## src/rtl/mod_reg4_4to1.sv

```systemverilog
// mod_reg4_4to1: parallel-to-serial byte register, loads N bytes and emits byte 0 first
module mod_reg4_4to1 #(
    parameter int N = 4
) (
    input  logic              clk,
    input  logic              reset,
    input  logic              wr_en,
    input  logic [N-1:0][7:0] i,
    input  logic              rd_en,
    output logic [7:0]        o,
    output logic              o_valid,
    output logic              o_last,
    output logic              reg_empty,
    output logic              wr_drop
);
    localparam int CW = $clog2(N);
    logic [N-1:0][7:0] buf_q;
    logic [CW-1:0]     cnt;
    // load when empty, otherwise serve reads and flag any load attempt as dropped
    always_ff @(posedge clk) begin
        if (reset) begin
            buf_q     <= '0;
            cnt       <= '0;
            o         <= 8'h00;
            o_valid   <= 1'b0;
            o_last    <= 1'b0;
            wr_drop   <= 1'b0;
            reg_empty <= 1'b1;
        end else begin
            o_valid <= 1'b0;
            o_last  <= 1'b0;
            wr_drop <= 1'b0;
            if (reg_empty) begin
                if (wr_en) begin
                    buf_q     <= i;
                    cnt       <= '0;
                    reg_empty <= 1'b0;
                end
            end else begin
                wr_drop <= wr_en;
                if (rd_en) begin
                    o       <= buf_q[cnt];
                    o_valid <= 1'b1;
                    if (cnt == CW'(N - 1)) begin
                        o_last    <= 1'b1;
                        cnt       <= '0;
                        reg_empty <= 1'b1;
                    end else begin
                        cnt <= cnt + 1'b1;
                    end
                end
            end
        end
    end
endmodule

```

## config.mk

```make
export PLATFORM = sky130hd
export DESIGN_NAME = mod_reg4_4to1
export DESIGN_NICKNAME = d
export VERILOG_FILES = /design/src/rtl/mod_reg4_4to1.sv
export SDC_FILE = /design/constraint.sdc
export NUM_CORES = 1
export LEC_CHECK = 0
export BUFFER_PORTS_ARGS = -buffer_cell sky130_fd_sc_hd__buf_2
export CAP_MARGIN = 0
export CORE_ASPECT_RATIO = 2
export CORE_UTILIZATION = 40
export CTS_BUF_LIST = sky130_fd_sc_hd__clkbuf_4 sky130_fd_sc_hd__clkbuf_8
export CTS_CLUSTER_SIZE = 24
export DETAILED_ROUTE_END_ITERATION = 10
export GPL_ROUTABILITY_DRIVEN = 0
export SYNTH_ARGS = -nofsm -noshare
export SYNTH_HDL_FRONTEND = slang
export SYNTH_SLANG_ARGS = --single-unit
```

## constraint.sdc

```tcl
create_clock -name clk -period 1.49 [get_ports clk]
set_clock_uncertainty 0.15 [all_clocks]
set_input_delay 0.0745 -clock clk [delete_from_list [all_inputs] [get_ports clk]]
set_output_delay 0.0745 -clock clk [all_outputs]
set_load 0.05 [all_outputs]
```

Word level (Yosys, flattened, before mapping)
Index checks and enable logic that the tools add are counted.
Word-level totals
  bits in latches: 0
  bits in read-only memories: 0
  bits in registers: 46
  input port bits: 36
  memories kept: 0
  word-level logic and storage cells: 31
  RAM bits: 0
  output and inout port bits: 12
Cells by class
  bitwise operators: 1
  equality and inequality tests: 2
  reductions and logical operators: 5
  shifts and indexed selects: 0
  multipliers: 0
  $add $sub $neg: 1
  order comparisons: 1
  muxes and demuxes: 11
  divide/modulo/power cells: 0
Operator list (count)
  $bmux 8 s2: 1
  $mux 2: 4
  $mux 8: 1
  $reduce_and 2->1: 3
  $mux 1: 5
  $lt 2x3->1 const B: 1
  $add 2x1->2 const B: 1
  $eq 2x2->1 const B: 1
  $ne 2x2->1 const B: 1
  $reduce_bool 2->1: 1
  $reduce_or 2->1: 1
  $not 1->1: 1

Logic depth before layout (Yosys ltp)
Gate-level depths: netlist of the first run.
  depth in word-level cells: 4
  depth in mapped cells: 5

Worst setup path after synthesis of the first run
No wires, ideal clock.
  path type: reg-to-reg
  from: register reg_empty
  to: register buf_q[0] (netlist bit)
  setup time: 0.132 ns
  arrival time: 1.245 ns
  stages on the path, launching flop included: 5
  required time: 1.208 ns
  slack: -0.037 ns
  cells stage by stage: dfxtp_1 > nand2_1 > buf_2 > nand2_1 > a21oi_1
On the way
  cells in the longest elaborated chain, start to end: 1
RTL lines
  from (decl): RTL line 13  | output logic reg_empty,
  from (signal assigned): RTL line 28  | reg_empty <= 1'b1;
  from (signal assigned): RTL line 37  | reg_empty <= 1'b0;
  from (signal assigned): RTL line 47  | reg_empty <= 1'b1;
  $reduce_and 2->1 (no line)
  to (signal assigned): RTL line 35  | buf_q <= i;
  to (decl): RTL line 17  | logic [N-1:0][7:0] buf_q;
Every way passes these cells.
A chain may end at the register's enable or synchronous reset.

Worst setup path after layout of the first run
  from: register cnt[1]
  to: register cnt[0]
On the way
  cells in the longest elaborated chain, start to end: 4
RTL lines
  from (decl): RTL line 18  | logic [CW-1:0] cnt;
  from (signal assigned): RTL line 49  | cnt <= cnt + 1'b1;
  $eq 2x2->1: RTL line 44  | if (cnt == CW'(N - 1)) begin
  $mux 2: RTL line 44
  $mux 2: RTL line 41  | if (rd_en) begin
  $mux 2: RTL line 33  | if (reg_empty) begin
Every way passes these cells. The select of a mux whose other input is x is not followed.

==> reports/metrics.csv, run 1 <==
stage,metric,value,unit
sta,fin_crit,1.42,ns
outcome,status,"complete, but fails checks",
layout,fill_cells,415,
layout,final_cells,344,
global_routing,grt_pass1_vias,1544,
hold_path,hp-class,in -> reg,
pwr,combinationalPowerShare,15.2,%
layout,multi_input_area,776,um2
placement,numPlacedInstances,300,
global_routing,gr-total-overflow,0,
global_routing,grt_pass1_wl,6580,um
hold_path,worstHoldStart,reset,
worst_setup_path,r2r-start,cnt[1]$_SDFFE_PP0P_,
pwr,p_per_area,933,nW/um2
pwr,p_seq_share,55.5,%
sta,clock.fmax,704,MHz
pwr,pwr-share-clk,29.3,%
sta,slew_violations,0,
placement,portBuffers,47,
placement,dp_slack,-0.0250,ns
routing,drt_pass1_iterations,7,
routing,drtIter0Drc,19,
worst_setup_path,endpoint_kind,register,
layout,area_delta_synth_final,43.3,%
job,max-cap-violations,0,
logic_synthesis,syn_avg_cell_area,8.69,um2
global_routing,gr-usage-all-layers,18.0,%
routing,drt-vias-per-instance,4.72,
worst_setup_path,setup.worst_path.start_class,register,
global_routing,antenna_found_initial,0,
routing,vias,1622,
floorplanning,start_util,41.3,%
layout,ff_latch_area,927,um2
pwr,peakVddDrop,0.853,mV
sta,layout_setup_ws,0.0694,ns
floorplanning,coreArea,4340,um2
clock_tree,clock-sinks,46,
pwr,p_sw,0.000596,W
clock_tree,clk_latency,0.30,ns
worst_setup_path,worstPathRequired,1.56,ns
logic_synthesis,synth_simple_gate_area_share,20.1,%
logic_synthesis,yosysSeqAreaShare,51.4,%
logic_synthesis,syn_area,1790,um2
logic_synthesis,muxShareOfSynthArea,10.1,%
clock_tree,path_clk_slew,0.08,ns
floorplanning,io_pins,48,
logic_synthesis,synth_adder_area_share,0.699,%
logic_synthesis,synth-compound-area-share,12.4,%
outcome,violations,design-rule violations,
global_routing,grt_max_degree,35,
floorplanning,die_area,4760,um2
sta,hold_viol,0,
floorplanning,die_width,49.3,um
floorplanning,rows,34,
sta,post-route-period-util,95.3,%
worst_setup_path,critical_path_class,reg -> reg,
sta,relSlewSlack,73.5,%
layout,drive_above_1_share,26.6,%
pwr,cell_internal_pwr,0.00180,W
sta,setup_viol,0,
layout,utilization,59.1,%
clock_tree,cts_max_level,2,
layout,diodes,0,
floorplanning,die_height,96.6,um
pwr,leakage,1.07,nW
logic_synthesis,synthDistinctLibCells,17,
clock_tree,cts_buffers,5,
logic_synthesis,syn_nets,243,
logic_synthesis,synth_warnings,0,
logic_synthesis,ys_ff_latch,46,
sta,rsz0062_at_grt,no,
clock_tree,cts_tree,done,
clock_tree,cts_root_buf,clkbuf_8,
routing,drcViolationCount,1,
worst_setup_path,cp.arrival,1.49,ns
logic_synthesis,synth_top_family_by_area,simple AND/OR/NAND/NOR gates,
routing,wl,3990,um
sta,tightest_slew,0.397,ns
pwr,p_sw_share,24.9,%
worst_setup_path,critPathLaunch,cnt[1]$_SDFFE_PP0P_,
logic_synthesis,synthCells,206,
routing,wl_per_cell,11.6,um
sta,tns,0,ns
routing,antenna_left,0,
logic_synthesis,synth_xor_area_share,0,%
placement,post-dp-hpwl,2700,um
worst_setup_path,cp_max_fo,4,
clock_tree,clock_path_buffers,2,
layout,nets,327,
## cells in the mapped netlist (all sizes together)
master | number | area (um2)
nand2 | 82 | 308
a21oi | 43 | 215
nand2b | 1 | 6.26
mux4 | 8 | 180
nor2 | 1 | 3.75
nor3b | 1 | 7.51
or3 | 1 | 6.26
buf | 11 | 75.1
ha | 1 | 12.5
clkbuf | 5 | 18.8
o21bai | 1 | 7.51
nand3 | 2 | 10.0
and2 | 2 | 12.5
dfxtp | 46 | 921
nor2b | 1 | 6.26
## through the flow
step / hold WS, ns / total power, W / cell area [um2]
final: 0.0431 / 0.00239 / 2560
after global routing: 0.0657 / 0.00251 / 2560
after CTS: 0.0425 / 0.00243 / 2530
after detailed placement: 0.169 / 0.00166 / 2110
after global placement: 0.167 / 0.00165 / 2110
after floorplan: 0.0605 / 0.00154 / 1790
## worst max-delay path: stages, from the launching register on
cell and delay (ns):
dfxtp_4 0.37, buf_4 0.15, ha_1 0.20, or3_1 0.35
a21oi_1 0.13
## registers in the layout (all words and copies together) (netlist names)
signal,count
cnt,2
wr_drop,1
o_valid,1
o_last,1
reg_empty,1
buf_q,32
o,8
## timing repair
| action | 4_1_cts | 5_1_grt |
|---|---|---|
| setup buffers | 0 | 3 |
| endpoints found under the hold margin | 35 | 0 |
| hold buffers | 34 | 0 |
| gates resized for setup | 1 | 2 |
| setup endpoints to repair | 6 | 6 |
## power groups by stage
stage	logic [W]	clock network, W	registers (W)
2_1_floorplan	0.000172	0	0.00137
3_3_place_gp	0.000293	0	0.00136
3_5_place_dp	0.000297	0	0.00136
4_1_cts	0.000365	0.000732	0.00133
5_1_grt	0.000403	0.000770	0.00134
6_report	0.000364	0.000701	0.00133
## final timing paths
check,end,slack (ns),cells after the start
setup / recovery,cnt[0]$_SDFFE_PP0P_,0.07,4
hold / removal,o[0]$_SDFFE_PP0P_,0.04,2
setup reg to reg,cnt[0]$_SDFFE_PP0P_,0.07,4
hold reg to reg,buf_q[21]$_SDFFE_PP0P_,0.30,2
## cells by family after synthesis
| group | after synthesis |
|---|---|
| simple gates | 91 |
| compound gates | 44 |
| flops | 46 |
| buf+inv | 16 |
| mux | 8 |
| fa+ha+maj | 1 |
## cells in the final DEF, fill, tap and decap left out
cell type	netlist	layout
nand2_1	82	82
mux4_2	8	8
clkinv_2	0	2
clkbuf_8	0	5
and2_1	2	2
buf_12	0	4
ha_1	1	1
buf_4	3	8
nor2b_1	1	1
o21bai_1	1	1
nand3_1	2	2
a21oi_1	43	43
dlygate4sd3_1	0	34
dfxtp_1	46	43
buf_2	6	47
nor3b_1	1	1
nand2b_1	1	1
nor2_1	1	1
dfxtp_4	0	1
or3_1	1	1
dfxtp_2	0	2
## per-layer routing
layer / vias to the layer above / GRT usage (%) / routed length [um]
met2: 31 / 32.2 / 2180
li1: 846 / - / -
met3: 6 / 2.99 / 117
met1: 739 / 19.9 / 1610
met4: 0 / 8.14 / 87
met5: - / 0 / 0
## area by class of cell
class / instances / area share (%)
Clock buffer: 5 / 2.68
Clock inverter: 2 / 0.390
Tap cell: 54 / 2.63
Multi-Input combinational cell: 144 / 30.2
Sequential cell: 46 / 36.1
Timing Repair Buffer: 93 / 27.9
Note: power is estimated with default switching activity, not from simulation.
==> inputs of run 2 (changes only) <==
--- a/config.mk
+++ b/config.mk
@@ -13,6 +13,7 @@
 export CTS_CLUSTER_SIZE = 24
 export DETAILED_ROUTE_END_ITERATION = 10
 export GPL_ROUTABILITY_DRIVEN = 0
+export RECOVER_POWER = 25
 export SYNTH_ARGS = -nofsm -noshare
 export SYNTH_HDL_FRONTEND = slang
 export SYNTH_SLANG_ARGS = --single-unit
==> run 2 against run 1 <==
  * The flow still finishes with violations (design-rule violations)
  * Sequential share of layout area is 0.18 points higher
  * Final area is 0.63% lower
  * Via count is 0.37% lower
  * Critical endpoint unchanged
  * Routed wire length is 0.28% higher
  * Hold slack better by 0.00065 ns
  * Largest cell class unchanged
  * Combinational power hardly changed
  * Fmax is 0.11% higher
  * Critical path type unchanged
  * Register-to-register slack hardly changed
  * Clock power hardly changed
==> reports/metrics.csv, run 2 (synthesis gave the netlist of run 1 again) <==
stage,metric,value,unit
clock_tree,cts_root_buf,clkbuf_8,
routing,vias,1616,
layout,final_cell_mix,"82 x nand2_1, 44 x dfxtp_1, 43 x a21oi_1",
hold_path,hold-path-endpoint,o[0]$_SDFFE_PP0P_,
clock_tree,clock-sinks,46,
routing,drcViolationCount,1,
pwr,leakage,1.02,nW
job,max-cap-violations,0,
sta,fin_crit,1.42,ns
routing,drt-vias-per-instance,4.70,
placement,placed_cell_area,2110,um2
sta,rsz0062_at_grt,no,
pwr,p_total,0.00239,W
global_routing,antenna_found_initial,0,
clock_tree,clock_path_buffers,2,
floorplanning,die_area,4760,um2
sta,hold-worst-slack,0.0437,ns
floorplanning,die_width,49.3,um
worst_setup_path,worstPathRequired,1.56,ns
routing,drtIter0Drc,21,
routing,drt_pass1_iterations,7,
outcome,status,"complete, but fails checks",
clock_tree,cts_max_level,2,
layout,final_cells,344,
global_routing,grt_max_degree,35,
global_routing,gr-total-overflow,0,
worst_setup_path,cp_max_fo,4,
layout,area_delta_synth_final,42.3,%
layout,diodes,0,
layout,nets,327,
layout,final_common_cell,nand2_1,
worst_setup_path,r2r-start,cnt[1]$_SDFFE_PP0P_,
worst_setup_path,r2r-end,cnt[0]$_SDFFE_PP0P_,
layout,fin_area,2550,um2
sta,setup_viol,0,
hold_path,worstHoldStart,reset,
clock_tree,cts_buffers,5,
sta,clock.fmax,705,MHz
layout,drive_above_1_share,22.1,%
layout,largestRegisters,"buf_q (32), o (8), cnt (2)",
clock_tree,path_clk_slew,0.08,ns
sta,hold_viol,0,
hold_path,hp-class,in -> reg,
placement,post-dp-hpwl,2700,um
hold_path,hold_depth,2,
worst_setup_path,critical_path_class,reg -> reg,
clock_tree,clk_latency,0.30,ns
routing,antenna_left,0,
outcome,violations,design-rule violations,
placement,portBuffers,47,
worst_setup_path,cp.arrival,1.49,ns
routing,wl_per_cell,11.6,um
worst_setup_path,setup.worst_path.start_class,register,
global_routing,grt_pass1_vias,1544,
floorplanning,start_util,41.3,%
sta,post-route-period-util,95.2,%
placement,numPlacedInstances,300,
routing,wl,4000,um
global_routing,grt_pass1_wl,6580,um
global_routing,gr-usage-all-layers,18.0,%
pwr,p_per_area,938,nW/um2
clock_tree,cts_tree,done,
floorplanning,die_height,96.6,um
sta,slew_violations,0,
floorplanning,io_pins,48,
layout,utilization,58.7,%
worst_setup_path,endpoint_kind,register,
sta,relSlewSlack,59.7,%
floorplanning,rows,34,
layout,largest_reg_flops,32,
worst_setup_path,rr_worst_depth,4,
pwr,peakVddDrop,0.853,mV
floorplanning,coreArea,4340,um2
layout,top_register,buf_q,
sta,tightest_slew,0.607,ns
worst_setup_path,r2r_slack,0.07,ns
run 2: layer usage:
| metal | up-vias | wire length (um) | track usage [%] |
|---|---|---|---|
| li1 | 847 | - | - |
| met1 | 730 | 1610 | 19.9 |
| met2 | 33 | 2170 | 32.2 |
| met3 | 6 | 136 | 2.99 |
| met4 | 0 | 87 | 8.14 |
| met5 | - | 0 | 0 |
run 2: how the worst max path moves through the flow:
stage / startpoint / end
after detailed placement: cnt[1]$_SDFFE_PP0P_ / o[3]$_SDFFE_PP0P_
after global placement: cnt[1]$_SDFFE_PP0P_ / cnt[0]$_SDFFE_PP0P_
after floorplan: cnt[1]$_SDFFE_PP0P_ / o[0]$_SDFFE_PP0P_
after global routing: cnt[1]$_SDFFE_PP0P_ / cnt[0]$_SDFFE_PP0P_
after CTS: cnt[0]$_SDFFE_PP0P_ / o[6]$_SDFFE_PP0P_
final: cnt[1]$_SDFFE_PP0P_ / cnt[0]$_SDFFE_PP0P_
run 2: report_power, final:
part           total (W)  internal [W]  switching (W)
logic           0.000362      0.000191       0.000171
clock network   0.000700      0.000315       0.000385
registers        0.00133       0.00129      0.0000387
total            0.00239       0.00179       0.000595
run 2: per-stage QoR:
| stage | setup TNS [ns] | setup WS, ns |
|---|---|---|
| final | 0 | 0.0709 |
| after global routing | 0 | 0.0382 |
| after CTS | 0 | 0.00280 |
| after detailed placement | -0.114 | -0.0250 |
| after global placement | -0.0432 | -0.0248 |
| after floorplan | 0 | 0.136 |
run 2: cell type report:
class,instances,area [um2]
fillers,417,1790
repair buffers,93,701
flip-flops and latches,46,926
well taps,54,67.6
clock inverters,2,10.0
clock buffers,5,68.8
multi-input cells,144,776
run 2: repair_timing:
action,CTS,global route
gates cloned,0,0
hold endpoints to repair,35,0
hold buffers,34,0
setup buffers,0,3
gates resized for setup,1,2
pin swaps,0,0
setup endpoints to repair,6,6
run 2: worst max-delay path, cell delays in order, from the launching register on:
cell	delay [ns]
dfxtp_4	0.37
buf_4	0.15
ha_1	0.20
or3_1	0.35
a21oi_1	0.13
==> inputs of run 3 (changes only) <==
--- a/config.mk
+++ b/config.mk
@@ -5,15 +5,17 @@
 export SDC_FILE = /design/constraint.sdc
 export NUM_CORES = 1
 export LEC_CHECK = 0
+export ABC_AREA = 1
 export BUFFER_PORTS_ARGS = -buffer_cell sky130_fd_sc_hd__buf_2
 export CAP_MARGIN = 0
 export CORE_ASPECT_RATIO = 2
+export CORE_MARGIN = 3
 export CORE_UTILIZATION = 40
 export CTS_BUF_LIST = sky130_fd_sc_hd__clkbuf_4 sky130_fd_sc_hd__clkbuf_8
 export CTS_CLUSTER_SIZE = 24
 export DETAILED_ROUTE_END_ITERATION = 10
 export GPL_ROUTABILITY_DRIVEN = 0
-export RECOVER_POWER = 25
+export RECOVER_POWER = 100
 export SYNTH_ARGS = -nofsm -noshare
 export SYNTH_HDL_FRONTEND = slang
 export SYNTH_SLANG_ARGS = --single-unit
==> run 3 against run 2 <==
  * The run now ends clean
  * Via count rose by 11%
  * Combinational power rose by 27%
  * Power rose by 24%
  * Die area rose by 16%
  * Critical endpoint is now buf_q[18]$_SDFFE_PP0P_
  * Largest cell class unchanged
  * Largest power group unchanged
  * Highest routed layer unchanged
==> reports/metrics.csv, run 3 <==
stage,metric,value,unit
outcome,status,finished clean,
layout,final_common_cell,nor2_1,
clock_tree,cts_max_level,2,
logic_synthesis,synthCells,252,
hold_path,hp-class,reg -> reg,
routing,drcViolationCount,0,
pwr,peakVddDrop,0.913,mV
logic_synthesis,synth_most_common_cell,nor2_1,
sta,relSlewSlack,60.4,%
layout,multi_input_area,796,um2
worst_setup_path,rr_worst_depth,5,
logic_synthesis,syn_avg_cell_area,7.35,um2
logic_synthesis,synth_warnings,0,
layout,area_delta_synth_final,39.6,%
worst_setup_path,cpLargestDelayFamily,buffers and inverters,
global_routing,grt_max_degree,40,
logic_synthesis,synthDistinctLibCells,17,
layout,final_cell_mix,"67 x nor2_1, 45 x nand2_1, 45 x dfxtp_1",
logic_synthesis,syn_area,1850,um2
clock_tree,clock-sinks,46,
clock_tree,cts_root_buf,clkbuf_8,
placement,post-dp-hpwl,3060,um
job,max-cap-violations,0,
worst_setup_path,crit_top_cell,nor2_1,
sta,fin_crit,1.36,ns
global_routing,grt_pass1_vias,1673,
global_routing,busiest_layer,met2,
worst_setup_path,endpoint_kind,register,
pwr,p_total,0.00295,W
sta,post-route-period-util,91.0,%
clock_tree,ctsResizeCount,0,
routing,antenna_left,0,
hold_path,hold_depth,2,
floorplanning,coreArea,4420,um2
worst_setup_path,cp.arrival,1.39,ns
layout,final_cells,386,
layout,largestRegisters,"buf_q (32), o (8), cnt (2)",
logic_synthesis,ys.flop_type,dfxtp_1,
worst_setup_path,slowest_delay,0.53,ns
floorplanning,die_height,102,um
sta,tightest_slew,0.597,ns
floorplanning,io_pins,48,
global_routing,gr-usage-met3,3.07,%
worst_setup_path,slowest_stage,dlygate4sd3_1,
worst_setup_path,cp_max_fo,25,
logic_synthesis,synth.top_cell.area_share,49.7,%
clock_tree,clock_path_buffers,2,
logic_synthesis,syn_nets,289,
logic_synthesis,synthTopCellsByArea,"dfxtp_1 50%, nor2_1 14%, o21ai_0 11%",
logic_synthesis,synthArstFlopShare,0,%
worst_setup_path,crit_buf_inv,4,
routing,wl,4550,um
worst_setup_path,setup.worst_path.start_class,primary input,
routing,drt-vias-per-instance,4.66,
floorplanning,die_area,5530,um2
layout,nets,368,
placement,numPlacedInstances,343,
sta,setup_viol,0,
global_routing,gr-total-overflow,0,
placement,portBuffers,47,
routing,drt_pass1_iterations,4,
global_routing,antenna_found_initial,0,
floorplanning,start_util,41.9,%
sta,clock.fmax,738,MHz
global_routing,grtUsageMet2,31.9,%
clock_tree,clk_latency,0.29,ns
logic_synthesis,synth_common_cells,"67 x nor2_1, 46 x dfxtp_1, 45 x nand2_1",
layout,diodes,0,
layout,fill_cells,472,
sta,tns,0,ns
worst_setup_path,worstPathRequired,1.53,ns
sta,hold_viol,0,
clock_tree,path_clk_slew,0.08,ns
global_routing,grt_pass1_wl,7420,um
pwr,p_per_area,1140,nW/um2
logic_synthesis,yosysSeqAreaShare,49.7,%
logic_synthesis,ys_ff_latch,46,
layout,largest_reg_flops,32,
sta,slew_violations,0,
floorplanning,die_width,54.1,um
clock_tree,cts_buffers,5,
clock_tree,post_cts_buffers,0,
layout,ff_latch_area,922,um2
worst_setup_path,crit_cells,7,
layout,drive_above_1_share,15.7,%
floorplanning,rows,34,
global_routing,grtUsageMet1,21.0,%
layout,top_register,buf_q,
global_routing,gr-usage-all-layers,18.3,%
routing,drtIter0Drc,25,
routing,vias,1798,
sta,rsz0062_at_grt,no,
clock_tree,cts_tree,done,
pwr,leakage,1.12,nW
worst_setup_path,critical_path_class,in -> reg,
logic_synthesis,yosys.area.top_type,dfxtp_1,
routing,wl_per_cell,11.8,um
logic_synthesis,synth_edf_count,0,
worst_setup_path,path_cells,dlygate4sd3_1 > buf_2 > nand2_2 > inv_2 > buf_12 > nor2_1 > nor2_1,
-- run 3: cell types whose count changed after synthesis, sizes merged, moves of 2 or more --
cell,delta
buf,-3
nor2,+67
mux4,-8
nand2,-36
inv,+7
nand3,+16
o21ai,+41
and2,-2
clkbuf,+2
a21oi,-33
-- run 3: where the power goes --
part / internal [W] / switching (W)
Clock: 0.000715 / 0.000408
Sequential: 0.00132 / 0.0000478
Combinational: 0.000198 / 0.000261
-- run 3: through the flow --
stage / cell area (um2) / worst slack, ns / hold WS (ns) / utilization, %
final: 2590 / 0.134 / 0.336 / 58.5
after global routing: 2590 / 0.0387 / 0.357 / 58.5
after CTS: 2610 / 0.170 / 0.322 / 58.9
after detailed placement: 2110 / 0.183 / 0.104 / 47.7
after global placement: 2110 / 0.222 / 0.0963 / 47.7
after floorplan: 1850 / 0.190 / -0.00643 / -
-- run 3: kinds of logic (layout without fill, tap and decap cells) --
kind of cell    count (synthesis)  after routing  share of synthesized area (%)
compound gates                 51             51                           13.8
fa+ha+maj                       1              1                          0.675
buf+inv                        22            102                           7.36
flops                          46             46                           49.7
simple gates                  132            132                           28.5
-- run 3: tightest hold or removal path, delay by kind of cell, from the launching register on --
family	cells	cell delay (ns)
and+or+nand+nor	2	0.13
DFF	1	0.33
-- run 3: area by class of cell --
cell class              instances  area share, %
clock inverters                 2           2.32
clock buffers                   6           3.19
flip-flops and latches         46           35.7
repair buffers                 87           24.4
well taps                      54           2.61
inverters                       7           1.02
multi-input cells             184           30.8
-- run 3: per-layer routing --
layer,part of all wire (%),vias to the layer above
li1,-,966
met5,0,-
met4,1.7,0
met2,53,34
met1,42,790
met3,3.4,8
-- run 3: what timing repair did --
item,in CTS,in global routing
setup endpoints to repair,0,0
hold endpoints to repair,38,0
hold buffers,35,0
-- run 3: path summary, 6_finish.rpt --
path / startpoint / end / slack (ns)
worst min register to register: buf_q[28]$_SDFFE_PP0P_ / buf_q[28]$_SDFFE_PP0P_ / 0.34
worst min-delay path: buf_q[28]$_SDFFE_PP0P_ / buf_q[28]$_SDFFE_PP0P_ / 0.34
worst max register to register: reg_empty$_SDFF_PP1_ / buf_q[18]$_SDFFE_PP0P_ / 0.15
worst max-delay path: wr_en / buf_q[18]$_SDFFE_PP0P_ / 0.13
